File: src/rtl/encap_io_pkg.sv
// encap_io_pkg: shared parameter-set lookup, C0 sizing and encodings for the encap result reader
package encap_io_pkg;

   typedef enum logic [1:0] {SEC_C0, SEC_C1, SEC_K} sec_e;
   typedef enum logic [2:0] {IDLE, ISSUE, LOAD, SEND, FINISH} state_e;

   localparam int C1_WORDS = 8;
   localparam int K_WORDS  = 8;

   function automatic int mc_m(input int ps);
      return (ps == 1) ? 12 : 13;
   endfunction

   function automatic int mc_t(input int ps);
      return (ps == 1) ? 64 : (ps == 2) ? 96 : (ps == 4) ? 119 : 128;
   endfunction

   function automatic int words_of(input int bits);
      return (bits + 31) / 32;
   endfunction

   function automatic int bytes_of(input int bits);
      return (bits + 7) / 8;
   endfunction

endpackage

File: src/rtl/encap_result_reader_if.sv
// encap_result_reader_if: control, result-memory read ports and UART byte stream of the reader
interface encap_result_reader_if #(parameter int AW = 5);
   logic          start;
   logic          busy;
   logic          done;
   logic          rd_C0;
   logic [AW-1:0] C0_addr;
   logic [31:0]   C0_out;
   logic          rd_C1;
   logic [2:0]    C1_addr;
   logic [31:0]   C1_out;
   logic          rd_K;
   logic [2:0]    K_addr;
   logic [31:0]   K_out;
   logic [7:0]    tx_data;
   logic          tx_valid;
   logic          tx_ready;

   modport master (
      input  start, C0_out, C1_out, K_out, tx_ready,
      output busy, done, rd_C0, C0_addr, rd_C1, C1_addr, rd_K, K_addr, tx_data, tx_valid
   );

   modport slave (
      output start, C0_out, C1_out, K_out, tx_ready,
      input  busy, done, rd_C0, C0_addr, rd_C1, C1_addr, rd_K, K_addr, tx_data, tx_valid
   );
endinterface

File: src/rtl/encap_result_reader_word_byte_serializer.sv
// word_byte_serializer: holds one 32-bit word and hands out 1..4 bytes LSB first over valid/ready
module word_byte_serializer (
   input  logic        clk,
   input  logic        rst_n,
   input  logic        i_load,
   input  logic [31:0] i_word,
   input  logic [2:0]  i_count,
   input  logic        i_ready,
   output logic [7:0]  o_data,
   output logic        o_valid,
   output logic        o_last
);

   logic [31:0] r_word;
   logic [1:0]  r_left;
   logic        r_valid;
   logic        w_fire;

   assign w_fire = r_valid && i_ready;

   // load a word, then drop one byte per handshake; a stall freezes everything
   always_ff @(posedge clk or negedge rst_n) begin
      if (!rst_n) begin
         r_word  <= '0;
         r_left  <= '0;
         r_valid <= 1'b0;
      end else if (i_load) begin
         r_word  <= i_word;
         r_left  <= 2'(i_count - 3'd1);
         r_valid <= 1'b1;
      end else if (w_fire) begin
         r_word  <= r_word >> 8;
         r_left  <= r_left - 2'd1;
         r_valid <= (r_left != 2'd0);
      end
   end

   assign o_data  = r_word[7:0];
   assign o_valid = r_valid;
   assign o_last  = (r_left == 2'd0);

endmodule

File: src/rtl/encap_result_reader.sv
// encap_result_reader: drains C0, C1 then K result memories and streams them out as bytes
module encap_result_reader
   import encap_io_pkg::*;
#(
   parameter int parameter_set = 1
) (
   input logic                   clk,
   input logic                   rst_n,
   encap_result_reader_if.master bus
);

   localparam int m        = mc_m(parameter_set);
   localparam int t        = mc_t(parameter_set);
   localparam int l        = m * t;
   localparam int C0_WORDS = words_of(l);
   localparam int C0_BYTES = bytes_of(l);
   localparam int C0_AW    = $clog2(C0_WORDS);
   localparam int C0_LAST  = C0_BYTES - 4 * (C0_WORDS - 1);

   state_e             r_state, w_state_nx;
   sec_e               r_sec, w_sec_nx;
   logic [C0_AW-1:0]   r_idx, w_idx_nx, w_last_idx;
   logic [C0_AW-1:0]   r_C0_addr;
   logic [2:0]         r_C1_addr, r_K_addr;
   logic [2:0]         w_count;
   logic [31:0]        w_rdata;
   logic               w_load, w_valid, w_last, w_word_end;

   assign w_last_idx = (r_sec == SEC_C0) ? C0_AW'(C0_WORDS - 1) :
                       (r_sec == SEC_C1) ? C0_AW'(C1_WORDS - 1) : C0_AW'(K_WORDS - 1);
   assign w_count    = (r_sec == SEC_C0 && r_idx == C0_AW'(C0_WORDS - 1)) ? 3'(C0_LAST) : 3'd4;
   assign w_rdata    = (r_sec == SEC_C0) ? bus.C0_out : (r_sec == SEC_C1) ? bus.C1_out : bus.K_out;
   assign w_word_end = w_valid && bus.tx_ready && w_last;

   // next state: walk words within a section, then sections C0 -> C1 -> K
   always_comb begin
      w_state_nx = r_state;
      w_sec_nx   = r_sec;
      w_idx_nx   = r_idx;
      w_load     = 1'b0;
      case (r_state)
         IDLE:
            if (bus.start) begin
               w_state_nx = ISSUE;
               w_sec_nx   = SEC_C0;
               w_idx_nx   = '0;
            end
         ISSUE: w_state_nx = LOAD;
         LOAD: begin
            w_state_nx = SEND;
            w_load     = 1'b1;
         end
         SEND:
            if (w_word_end) begin
               if (r_idx != w_last_idx) begin
                  w_state_nx = ISSUE;
                  w_idx_nx   = r_idx + 1'b1;
               end else if (r_sec == SEC_K) begin
                  w_state_nx = FINISH;
               end else begin
                  w_state_nx = ISSUE;
                  w_idx_nx   = '0;
                  w_sec_nx   = (r_sec == SEC_C0) ? SEC_C1 : SEC_K;
               end
            end
         FINISH: w_state_nx = IDLE;
         default: w_state_nx = IDLE;
      endcase
   end

   // state and addressing; a section's address only moves on entry to ISSUE
   always_ff @(posedge clk or negedge rst_n) begin
      if (!rst_n) begin
         r_state   <= IDLE;
         r_sec     <= SEC_C0;
         r_idx     <= '0;
         r_C0_addr <= '0;
         r_C1_addr <= '0;
         r_K_addr  <= '0;
      end else begin
         r_state <= w_state_nx;
         r_sec   <= w_sec_nx;
         r_idx   <= w_idx_nx;
         if (w_state_nx == ISSUE) begin
            if (w_sec_nx == SEC_C0) r_C0_addr <= w_idx_nx;
            else if (w_sec_nx == SEC_C1) r_C1_addr <= w_idx_nx[2:0];
            else r_K_addr <= w_idx_nx[2:0];
         end
      end
   end

   word_byte_serializer u_ser (
      .clk     (clk),
      .rst_n   (rst_n),
      .i_load  (w_load),
      .i_word  (w_rdata),
      .i_count (w_count),
      .i_ready (bus.tx_ready),
      .o_data  (bus.tx_data),
      .o_valid (w_valid),
      .o_last  (w_last)
   );

   assign bus.tx_valid = w_valid;
   assign bus.busy     = (r_state != IDLE);
   assign bus.done     = (r_state == FINISH);
   assign bus.rd_C0    = (r_state == ISSUE) && (r_sec == SEC_C0);
   assign bus.rd_C1    = (r_state == ISSUE) && (r_sec == SEC_C1);
   assign bus.rd_K     = (r_state == ISSUE) && (r_sec == SEC_K);
   assign bus.C0_addr  = r_C0_addr;
   assign bus.C1_addr  = r_C1_addr;
   assign bus.K_addr   = r_K_addr;

endmodule
File: src/flat_wrapper.sv
// flat-port wrapper written by rule: the top's interface ports become plain ports
module encap_result_reader_flat import encap_io_pkg::*;
#(
   parameter int parameter_set = 1
)
  (clk, rst_n, bus_start, bus_C0_out, bus_C1_out, bus_K_out, bus_tx_ready, bus_busy, bus_done, bus_rd_C0, bus_C0_addr, bus_rd_C1, bus_C1_addr, bus_rd_K, bus_K_addr, bus_tx_data, bus_tx_valid);
  encap_result_reader_if bus_i ();
  input logic clk;
  input logic rst_n;
  input wire logic [$bits(bus_i.start)-1:0] bus_start;
  input wire logic [$bits(bus_i.C0_out)-1:0] bus_C0_out;
  input wire logic [$bits(bus_i.C1_out)-1:0] bus_C1_out;
  input wire logic [$bits(bus_i.K_out)-1:0] bus_K_out;
  input wire logic [$bits(bus_i.tx_ready)-1:0] bus_tx_ready;
  output wire logic [$bits(bus_i.busy)-1:0] bus_busy;
  output wire logic [$bits(bus_i.done)-1:0] bus_done;
  output wire logic [$bits(bus_i.rd_C0)-1:0] bus_rd_C0;
  output wire logic [$bits(bus_i.C0_addr)-1:0] bus_C0_addr;
  output wire logic [$bits(bus_i.rd_C1)-1:0] bus_rd_C1;
  output wire logic [$bits(bus_i.C1_addr)-1:0] bus_C1_addr;
  output wire logic [$bits(bus_i.rd_K)-1:0] bus_rd_K;
  output wire logic [$bits(bus_i.K_addr)-1:0] bus_K_addr;
  output wire logic [$bits(bus_i.tx_data)-1:0] bus_tx_data;
  output wire logic [$bits(bus_i.tx_valid)-1:0] bus_tx_valid;
  assign bus_i.start = bus_start;
  assign bus_i.C0_out = bus_C0_out;
  assign bus_i.C1_out = bus_C1_out;
  assign bus_i.K_out = bus_K_out;
  assign bus_i.tx_ready = bus_tx_ready;
  assign bus_busy = bus_i.busy;
  assign bus_done = bus_i.done;
  assign bus_rd_C0 = bus_i.rd_C0;
  assign bus_C0_addr = bus_i.C0_addr;
  assign bus_rd_C1 = bus_i.rd_C1;
  assign bus_C1_addr = bus_i.C1_addr;
  assign bus_rd_K = bus_i.rd_K;
  assign bus_K_addr = bus_i.K_addr;
  assign bus_tx_data = bus_i.tx_data;
  assign bus_tx_valid = bus_i.tx_valid;
  encap_result_reader #(.parameter_set(parameter_set)) u_core (.clk(clk), .rst_n(rst_n), .bus(bus_i));
endmodule
File: config.mk
export PLATFORM = sky130hd
export DESIGN_NAME = encap_result_reader_flat
export DESIGN_NICKNAME = d
export VERILOG_FILES = /design/src/rtl/encap_io_pkg.sv /design/src/rtl/encap_result_reader_if.sv /design/src/rtl/encap_result_reader_word_byte_serializer.sv /design/src/rtl/encap_result_reader.sv /design/src/flat_wrapper.sv
export SDC_FILE = /design/constraint.sdc
export NUM_CORES = 1
export LEC_CHECK = 0
export BUFFER_PORTS_ARGS = -buffer_cell sky130_fd_sc_hd__buf_2
export CAP_MARGIN = 5
export CORE_MARGIN = 3
export CORE_UTILIZATION = 35
export CTS_CLUSTER_SIZE = 12
export DETAILED_ROUTE_END_ITERATION = 8
export GPL_ROUTABILITY_DRIVEN = 0
export HOLD_SLACK_MARGIN = 0.05
export PLACE_DENSITY = 0.61
export REMOVE_ABC_BUFFERS = 1
export SETUP_SLACK_MARGIN = 0.3
export SLEW_MARGIN = 20
export SYNTH_ARGS = -nofsm -noshare
export SYNTH_HDL_FRONTEND = slang
export SYNTH_SLANG_ARGS = --single-unit
File: constraint.sdc
create_clock -name clk -period 2.3 [get_ports clk]
set_input_delay 0.23 -clock clk [delete_from_list [all_inputs] [get_ports clk]]
set_output_delay 0.23 -clock clk [all_outputs]
set_load 0.02 [all_outputs]
# [After elaboration in Yosys (flattened, before gate mapping)]
# Cells that the tools add are included.
# W data, S select, Z words.
[totals] reg_bits=56 in_bits=100 output_inout_bits=25 elab_cells=63
[classes] add_sub_neg=2 n_eq_ne=9 n_mux=26 n_bitwise=2 n_reduce_logical=15
[ops] operator="$mux W32" n=4
[ops] operator="$mux W5" n=5
[ops] operator="$mux W2" n=7
[ops] operator="$mux W3" n=4
[ops] operator="$pmux W3 S4" n=1
[ops] operator="$pmux W5 S2" n=1
[ops] operator="$eq A3 B1 Y1 const B" n=2
[ops] operator="$eq A3 B2 Y1 const B" n=2
[ops] operator="$logic_not A2 Y1" n=3
[ops] operator="$reduce_and A3 Y1" n=2
[ops] operator="$add A5 B1 Y5 const B" n=1
[ops] operator="$logic_and A1 B1 Y1" n=5
[ops] operator="$ne A5 B5 Y1" n=1
[ops] operator="$eq A2 B1 Y1 const B" n=2
[ops] operator="$pmux W2 S2" n=1
[ops] operator="$reduce_bool A2 Y1" n=2
[ops] operator="$eq A3 B3 Y1 const B" n=1
[ops] operator="$logic_not A3 Y1" n=1
[ops] operator="$mux W1" n=3
[ops] operator="$reduce_bool A3 Y1" n=1
[ops] operator="$eq A2 B2 Y1 const B" n=1
[ops] operator="$not A1 Y1" n=2
[ops] operator="$reduce_and A2 Y1" n=1
[ops] operator="$sub A2 B1 Y2 const B" n=1

# [Depth between registers and ports, before layout]
# Gate-level depths: netlist of run 1.
[logic_depth] ltp_word=9 ltp_mapped=8

# [Modules after synthesis]
# Synthesis of run 1 repeated with hierarchy kept, for this count alone.
[unflattened] hier_cells=365 hier_area_um2=3385.7
[by_module_without_submodules] mod="encap_result_reader" n_inst=1 cells_each=205 area_per_inst_um2=1751.7
[by_module_without_submodules] mod="word_byte_serializer" n_inst=1 cells_each=160 area_per_inst_um2=1634.1

# [Least setup slack after synthesis of run 1]
# No wires, ideal clock.
[synth_timing] path_kind="register -> register" startpoint="reg u_core.u_ser.r_left[0]" endpoint="reg u_core.r_C1_addr[0], in the netlist u_core.bus.C1_addr[0]" setup_time_ps=128 arrival_ps=1935 required_ps=2172 slack_ps=238 stages_incl_launch_ff=9 n_path_buf=1 path_cell_list="dfrtp_1 inv_1 ha_1 and3_1 buf_2 nor4b_2 mux2_4 nand4b_4 mux2_1"
[synth_between] elab_chain_len=7 word_cells_on_any_way=13
[synth_lines] element="start: declaration" line="encap_result_reader_word_byte_serializer.sv:15" rtl="logic [1:0] r_left;"
[synth_lines] element="start signal: assignment" line="encap_result_reader_word_byte_serializer.sv:29" rtl="r_left <= 2'(i_count - 3'd1);"
[synth_lines] element="start signal: assignment" line="encap_result_reader_word_byte_serializer.sv:33" rtl="r_left <= r_left - 2'd1;"
[synth_lines] element="$logic_not A2 Y1 *" line="encap_result_reader_word_byte_serializer.sv:40" rtl="assign o_last = (r_left == 2'd0);"
[synth_lines] element="$logic_and A1 B1 Y1 *" line="encap_result_reader.sv:33" rtl="assign w_word_end = w_valid && bus.tx_ready && w_last;"
[synth_lines] element="branches (longest 5 deep; another with $pmux W3 S4)"
[synth_lines] element="end signal: assignment" line="encap_result_reader.sv:86" rtl="else if (w_sec_nx == SEC_C1) r_C1_addr <= w_idx_nx[2:0];"
[synth_lines] element="end: declaration" line="encap_result_reader.sv:24" rtl="logic [2:0] r_C1_addr, r_K_addr;"
# Every way passes the cells marked *.
# A chain may end at the register's enable or synchronous reset.

# [Worst setup path in the final report of run 1]
[layout_timing] startpoint="reg u_core.u_ser.r_left[1]" endpoint="reg u_core.r_C1_addr[0], in the netlist u_core.bus.C1_addr[0]"
# Same word-level chain as after synthesis.

==> results by group, run 1 <==
Run status
  • Status: finished clean

Synthesis
  • Main synth FF type: dfrtp_1
  • Area contributors post-synth: dfrtp_1 42%, mux2i_1 17%, a21oi_1 5.5%
  • Netlist cell types: 49
  • Top cell type by total area after synthesis: dfrtp_1
  • Synthesis Warnings: 0
  • Syn_area_per_cell: 9.881 um^2
  • EDFF count, synth: 0
  • FFs w/ async S/R, synth: 100.0%
  • Post-synthesis sequential area ratio: 41.71%
  • Synthesized area: 3359 um^2
  • Synth Register Bits: 56
  • Yosys top cell area share: 41.71%
  • Cells after synthesis: 340

Placement
  • Inst Count DP: 568
  • Port Buffer Count: 124
  • Placed standard-cell area: 4058 um^2
  • Pre-CTS WS: 132.1 ps
  • Hpwl dp: 5590 um

Pwr
  • Worst vdd ir: 0.0003104 V
  • Power Total: 3.839 mW
  • Lkg Pwr: 2.228 nW
  • Pwr per Cell Area: 882.2 nW/um^2

STA
  • Slew Limit Fails: 0
  • Worst Slack Setup Final: 234.9 ps
  • FMAX: 484.2 MHz
  • Tmin final: 2065 ps
  • Final Hold Vio Count: 0
  • Final period util: 89.79%
  • Final setup viols: 0
  • Rel. slew slack: 61.95%
  • Tightest Pin Transition: 570.8 ps
  • Worst clock skew: 6.396 ps
  • RSZ-0062 raised after global routing: true

Floorplanning
  • Top Ports: 125
  • Num rows: 35
  • Core area: 9284 um^2
  • Die width: 104.0 um
  • Die height: 104.0 um
  • Initial Util: 36.19%
  • Die area: 10810 um^2

Worst setup path
  • Critical path class: flop to flop
  • CP arrival: 2260 ps
  • Worst setup EP type: flop
  • Worst-path fanout max: 4
  • Critical path required time: 2500 ps
  • Crit start category: flop

Detailed routing
  • Routed vias/inst: 4.919
  • Iteration-0 DRC Markers: 103
  • Routed Antenna Nets: 0
  • Routed via count: 2897
  • Avg WL per Cell: 13.35 um
  • WL final: 7865 um
  • Post-route DRC: 0
  • 1st-pass router iterations: 6

Clock tree
  • Clk_lat worst skew: 310 ps
  • CTS clk-pin slew, worst paths: 100 ps
  • CTS max path bufs: 2
  • TritonCTS Buffers: 5
  • H-tree level count: 2
  • Root Buffer: clkbuf_8
  • Clk sinks: 56
  • TritonCTS clock tree: done

Layout
  • Layout cells sized above 1: 40.22%
  • Nets: 561
  • Post-route cell area: 4352 um^2
  • Synthesis-to-layout area growth: 29.53%
  • Final Instance Count excl. Fillers: 589
  • # diodes: 0

Min path
  • HP Class: primary input to flop

Global routing
  • Tot GR Track Use: 14.26%
  • Vias in the first global route: 2851
  • Grt ovf: 0
  • Initial antenna violation count: 0
  • Largest net degree at the start of global routing: 67
  • First-pass GRT wire length: 13110 um

Job
  • Max-Cap Viols: 0
report_power, final:
group / internal (mW) / switching (mW)
clock network: 0.329 / 0.333
registers: 1.32 / 0.191
logic: 0.808 / 0.859
critical path: stages, from the launching register on:
cell and delay, ps:
dfrtp_1 400, inv_1 60, ha_2 160, and3_4 200, nor4b_4 220, mux2_4 360
nand4b_4 220, mux2_4 330
cell type report:
cell class | instances | area (um^2)
fillers | 923 | 4932
multi-input cells | 243 | 1824
flip-flops and latches | 56 | 1405
repair buffers | 147 | 823.3
well taps | 129 | 161.4
clock buffers | 5 | 68.82
clock inverters | 3 | 46.29
inverters | 6 | 22.52
routing by layer:
| metal | GRT usage [%] | vias to the layer above | wire, um | share of wire (%) |
|---|---|---|---|---|
| li1 | - | 1464 | - | - |
| met1 | 18.08 | 1337 | 3487 | 44 |
| met2 | 24.88 | 86 | 3862 | 49 |
| met3 | 3.104 | 10 | 443 | 5.6 |
| met4 | 3.229 | 0 | 71 | 0.90 |
| met5 | 0 | - | 0 | 0 |
cell families after synthesis:
| group | share of synthesized area [%] |
|---|---|
| muxes | 20.93 |
| xor gates and xnor gates | 0.2608 |
| AOI/OAI and AO/OA | 16.42 |
| buffers and inverters | 6.369 |
| DFF | 41.71 |
| and+or+nand+nor | 13.56 |
| adders and majority gates | 0.7448 |
timing repair:
| action | in CTS | in global routing |
|---|---|---|
| pin swaps | 5 | 3 |
| gates resized for setup | 16 | 4 |
| hold buffers | 1 | 0 |
| hold endpoints to repair | 15 | 0 |
| endpoints found under the setup margin | 12 | 16 |
| setup buffers | 8 | 4 |
worst paths after layout:
| path | from | to | slack [ps] | cells after the start |
|---|---|---|---|---|
| min reg2reg | u_core.bus.C0_addr[0] | u_core.bus.C0_addr[0] | 490 | 1 |
| max reg2reg | u_core.u_ser.r_left[1] | u_core.bus.C1_addr[0] | 230 | 7 |
| min | bus_start | u_core.r_state[0] | 170 | 3 |
| min in group asynchronous | rst_n | u_core.u_ser.o_valid | 360 | 2 |
| max | u_core.u_ser.r_left[1] | u_core.bus.C1_addr[0] | 230 | 7 |
| max in group asynchronous | rst_n | u_core.u_ser.r_word[4] | 1300 | 3 |
state kept, by name, indices dropped and copies added (netlist names):
name / flops
u_core.u_ser.r_word: 32
u_core.bus.C0_addr: 5
u_core.r_sec: 2
u_core.u_ser.r_left: 2
u_core.bus.C1_addr: 3
u_core.u_ser.o_valid: 1
u_core.r_idx: 5
u_core.r_state: 3
u_core.bus.K_addr: 3
synthesized netlist by cell type (2+ instances only):
cell / n
dfrtp_1: 56
mux2i_1: 56
a21oi_1: 37
nor2_1: 36
a211oi_1: 24
nand2_1: 16
clkbuf_1: 13
o21ai_0: 11
buf_4: 10
nand3_1: 9
mux2_1: 7
buf_2: 6
inv_1: 6
buf_1: 4
mux2_2: 3
or3_1: 3
buf_6: 2
ha_1: 2
mux2_4: 2
nand2b_1: 2
nor3_1: 2
nor3b_1: 2
o21a_1: 2
o21bai_1: 2
o22ai_1: 2
o31ai_1: 2
cell usage in the layout (no fill, tap or decap), drive strengths merged, types with 2 or more instances in the layout:
cell type    n
buf        146
mux2i       56
dfrtp       56
a21oi       38
nor2        36
a211oi      24
nand2       16
o21ai       12
mux2        12
nand3        9
inv          7
clkbuf       5
or3          3
nor3         3
o21a         2
nand2b       2
o22ai        2
o21bai       2
nand3b       2
or3b         2
a31oi        2
o31ai        2
nand4        2
nor3b        2
ha           2
stage by stage:
stage | util [%] | hold slack (ps) | TNS, ps
3_3_place_gp | 43.71 | 168.1 | 0
3_5_place_dp | 43.71 | 171.6 | 0
4_1_cts | 46.39 | 161.5 | 0
6_report | 46.87 | 174.8 | 0
2_1_floorplan | - | -65.59 | -7151
5_1_grt | 46.87 | 175.2 | 0
No activity file was read; power rests on OpenSTA's default activity.
==> inputs of run 2 (changes only) <==
--- a/config.mk
+++ b/config.mk
@@ -5,15 +5,15 @@
 export SDC_FILE = /design/constraint.sdc
 export NUM_CORES = 1
 export LEC_CHECK = 0
-export BUFFER_PORTS_ARGS = -buffer_cell sky130_fd_sc_hd__buf_2
 export CAP_MARGIN = 5
 export CORE_MARGIN = 3
 export CORE_UTILIZATION = 35
 export CTS_CLUSTER_SIZE = 12
 export DETAILED_ROUTE_END_ITERATION = 8
+export DONT_BUFFER_PORTS = 1
 export GPL_ROUTABILITY_DRIVEN = 0
 export HOLD_SLACK_MARGIN = 0.05
-export PLACE_DENSITY = 0.61
+export PLACE_DENSITY = 0.5
 export REMOVE_ABC_BUFFERS = 1
 export SETUP_SLACK_MARGIN = 0.3
 export SLEW_MARGIN = 20
==> run 2 against run 1 <==
  * Design area shrank 12%
  * Clock power shrank 2%
  * Core utilization shrank 5.7 points
  * Sequential power grew 9%
  * Sequential share of layout area grew 4.4 points
  * Worst setup slack lost 3.5 ps
  * Worst hold slack lost 70 ps
  * Wire length shrank 3.4%
==> results by group, run 2 (synthesis results as in run 1) <==
Run status
  • Status: finished clean

Pwr
  • Comb pwr share: 37.3% (-6.1 points)
  • Pwr per Cell Area: 956.6 nW/um^2 (+8.4%)
  • Lkg Pwr: 1.764 nW (-21%)
  • Worst vdd ir: 0.0002993 V (-3.6%)
  • Sequential share of power: 45.1% (+5.7 points)
  • Switching Share: 36.36% (+0.35 points)
  • Switch Pwr: 1.331 mW (-3.7%)
  • Internal power: 2.329 mW (-5.2%)
  • Clock share of power: 17.7% (+0.5 points)

STA
  • Final setup viols: 0 (unchanged)
  • Final period util: 89.94% (+0.15 points)
  • RSZ-0062 raised after global routing: true
  • Worst clock skew: 8.582 ps (+2.186 ps)
  • Slew Limit Fails: 0 (unchanged)
  • Tightest Pin Transition: 732.2 ps (+161.4 ps)
  • Final Hold Vio Count: 0 (unchanged)
  • Rel. slew slack: 51.08% (-11 points)
  • Tmin final: 2069 ps (+3.550 ps)
  • Worst Slack Setup Final: 231.4 ps (-3.550 ps)
  • FMAX: 483.4 MHz (-0.17%)

Worst setup path
  • Crit start category: flop
  • Worst setup EP type: flop
  • R2R cell count: 5 (-2)
  • Critical path class: flop to flop
  • R2R setup slack: 230 ps (about the same)
  • Worst Setup SP: u_core.r_sec[0]
  • CP Capture Point: u_core.bus.C1_addr[1]
  • Critical path required time: 2500 ps (about the same)
  • CP arrival: 2270 ps (about the same)
  • Reg2reg start: u_core.r_sec[0]
  • Worst-path fanout max: 8 (+4)
  • Reg2reg end: u_core.bus.C1_addr[1]

Layout
  • Nets: 442 (-21%)
  • Area occupied by multi-input gates: 1859 um^2 (+1.9%)
  • Synthesis-to-layout area growth: 13.89%
  • Max reg flops: 32 (unchanged)
  • Post-route cell area: 3826 um^2 (-12%)
  • Largest register by flop count: u_core.u_ser.r_word
  • # diodes: 0 (unchanged)
  • Fillers: 952 (+3.1%)
  • Most common cell after layout, fill and taps aside: mux2i_1
  • Most frequent cells in the layout: 56 x mux2i_1, 54 x dfrtp_1, 37 x a21oi_1
  • Layout cells sized above 1: 20.23% (-20 points)
  • Sequential Area: 1404 um^2 (about the same)

Detailed routing
  • Post-route DRC: 0 (unchanged)
  • Iteration-0 DRC Markers: 60 (-42%)
  • Routed Antenna Nets: 0 (unchanged)
  • WL final: 7600 um (-3.4%)
  • Routed vias/inst: 5.232 (+6.4%)
  • Routed via count: 2459 (-15%)
  • Avg WL per Cell: 16.17 um (+21%)
  • 1st-pass router iterations: 4 (-2)

Global routing
  • First-pass GRT wire length: 12480 um (-4.8%)
  • Tot GR Track Use: 13.89% (-0.37 points)
  • Largest net degree at the start of global routing: 67 (unchanged)
  • Vias in the first global route: 2535 (-11%)
  • Initial antenna violation count: 0 (unchanged)
  • Grt ovf: 0 (unchanged)

Clock tree
  • TritonCTS Buffers: 5 (unchanged)
  • H-tree level count: 2 (unchanged)
  • CTS max path bufs: 2 (unchanged)
  • Clk sinks: 56 (unchanged)
  • Root Buffer: clkbuf_8
  • TritonCTS clock tree: done
  • CTS clk-pin slew, worst paths: 100 ps (about the same)
  • Clk_lat worst skew: 300 ps (about the same)

Placement
  • Pre-CTS WS: 130.6 ps (-1.527 ps)
  • Port Buffer Count: 0 (-100%)
  • Placed standard-cell area: 3460 um^2 (-15%)
  • Hpwl dp: 5311 um (-5.0%)

Job
  • Max-Cap Viols: 0 (unchanged)

Floorplanning
  • Core area: 9284 um^2 (unchanged)
  • Initial Util: 36.19% (unchanged)
  • Num rows: 35 (unchanged)
  • Die width: 104.0 um (unchanged)
  • Top Ports: 125 (unchanged)
  • Die height: 104.0 um (unchanged)
  • Die area: 10810 um^2 (unchanged)

Min path
  • HP Class: primary input to flop
run 2: routing by layer:
metal | up-vias | routed length, um | global-route usage [%]
met5 | - | 0 | 0
met4 | 0 | 59 | 3.134
met3 | 4 | 453 | 3.352
met2 | 80 | 3772 | 24.14
met1 | 1153 | 3314 | 17.47
li1 | 1222 | - | -
run 2: how the worst min path moves through the flow:
stage / to / cells after the start / from / slack, ps
3_3_place_gp: u_core.u_ser.r_word[1] / 0 / rst_n / -60
5_1_grt: u_core.u_ser.o_valid / 2 / bus_tx_ready / 100
4_1_cts: u_core.u_ser.o_valid / 2 / bus_tx_ready / 90
6_report: u_core.u_ser.o_valid / 2 / bus_tx_ready / 100
2_1_floorplan: u_core.bus.C0_addr[0] / 0 / rst_n / -70
3_5_place_dp: u_core.u_ser.r_word[1] / 0 / rst_n / -60
run 2: power groups by stage:
stage	Combinational [mW]	Clock (mW)	Sequential, mW
after global placement	1.22	0	1.67
final	1.36	0.646	1.65
after CTS	1.35	0.682	1.65
after detailed placement	1.24	0	1.67
after global routing	1.56	0.717	1.70
after floorplan	0.917	0	1.71
run 2: final cells by class:
type                            count  share of cell area, %
Clock buffer                        5                  1.799
Inverter                            6                 0.5886
Multi-Input combinational cell    243                  48.59
Tap cell                          129                  4.218
Clock inverter                      3                  1.112
Sequential cell                    56                  36.69
Timing Repair Buffer               28                  6.998
run 2: worst max-delay path: stages, from the launching register on:
cell and delay [ps]:
dfrtp_2 480, o21a_1 280, nor4b_4 310, mux2_4 360, nand4b_4 210, mux2_4 320
run 2: timing repair:
item,4_1_cts,5_1_grt
pin swaps,5,4
setup buffers,8,4
resized for setup,20,8
endpoints found under the setup margin,14,14
hold buffers,3,0
hold endpoints to repair,57,0
run 2: stage by stage:
| stage | util, % | total power [mW] | setup TNS, ps | instances | hold slack [ps] |
|---|---|---|---|---|---|
| global placement | 37.26 | 2.884 | 0 | 447 | -63.51 |
| detailed placement | 37.26 | 2.913 | 0 | 447 | -63.50 |
| global route | 41.21 | 3.971 | 0 | 470 | 95.53 |
| CTS | 40.61 | 3.683 | 0 | 466 | 91.55 |
| floorplan | - | 2.632 | -7151 | 305 | -65.59 |
| finish | 41.21 | 3.660 | 0 | 470 | 104.9 |
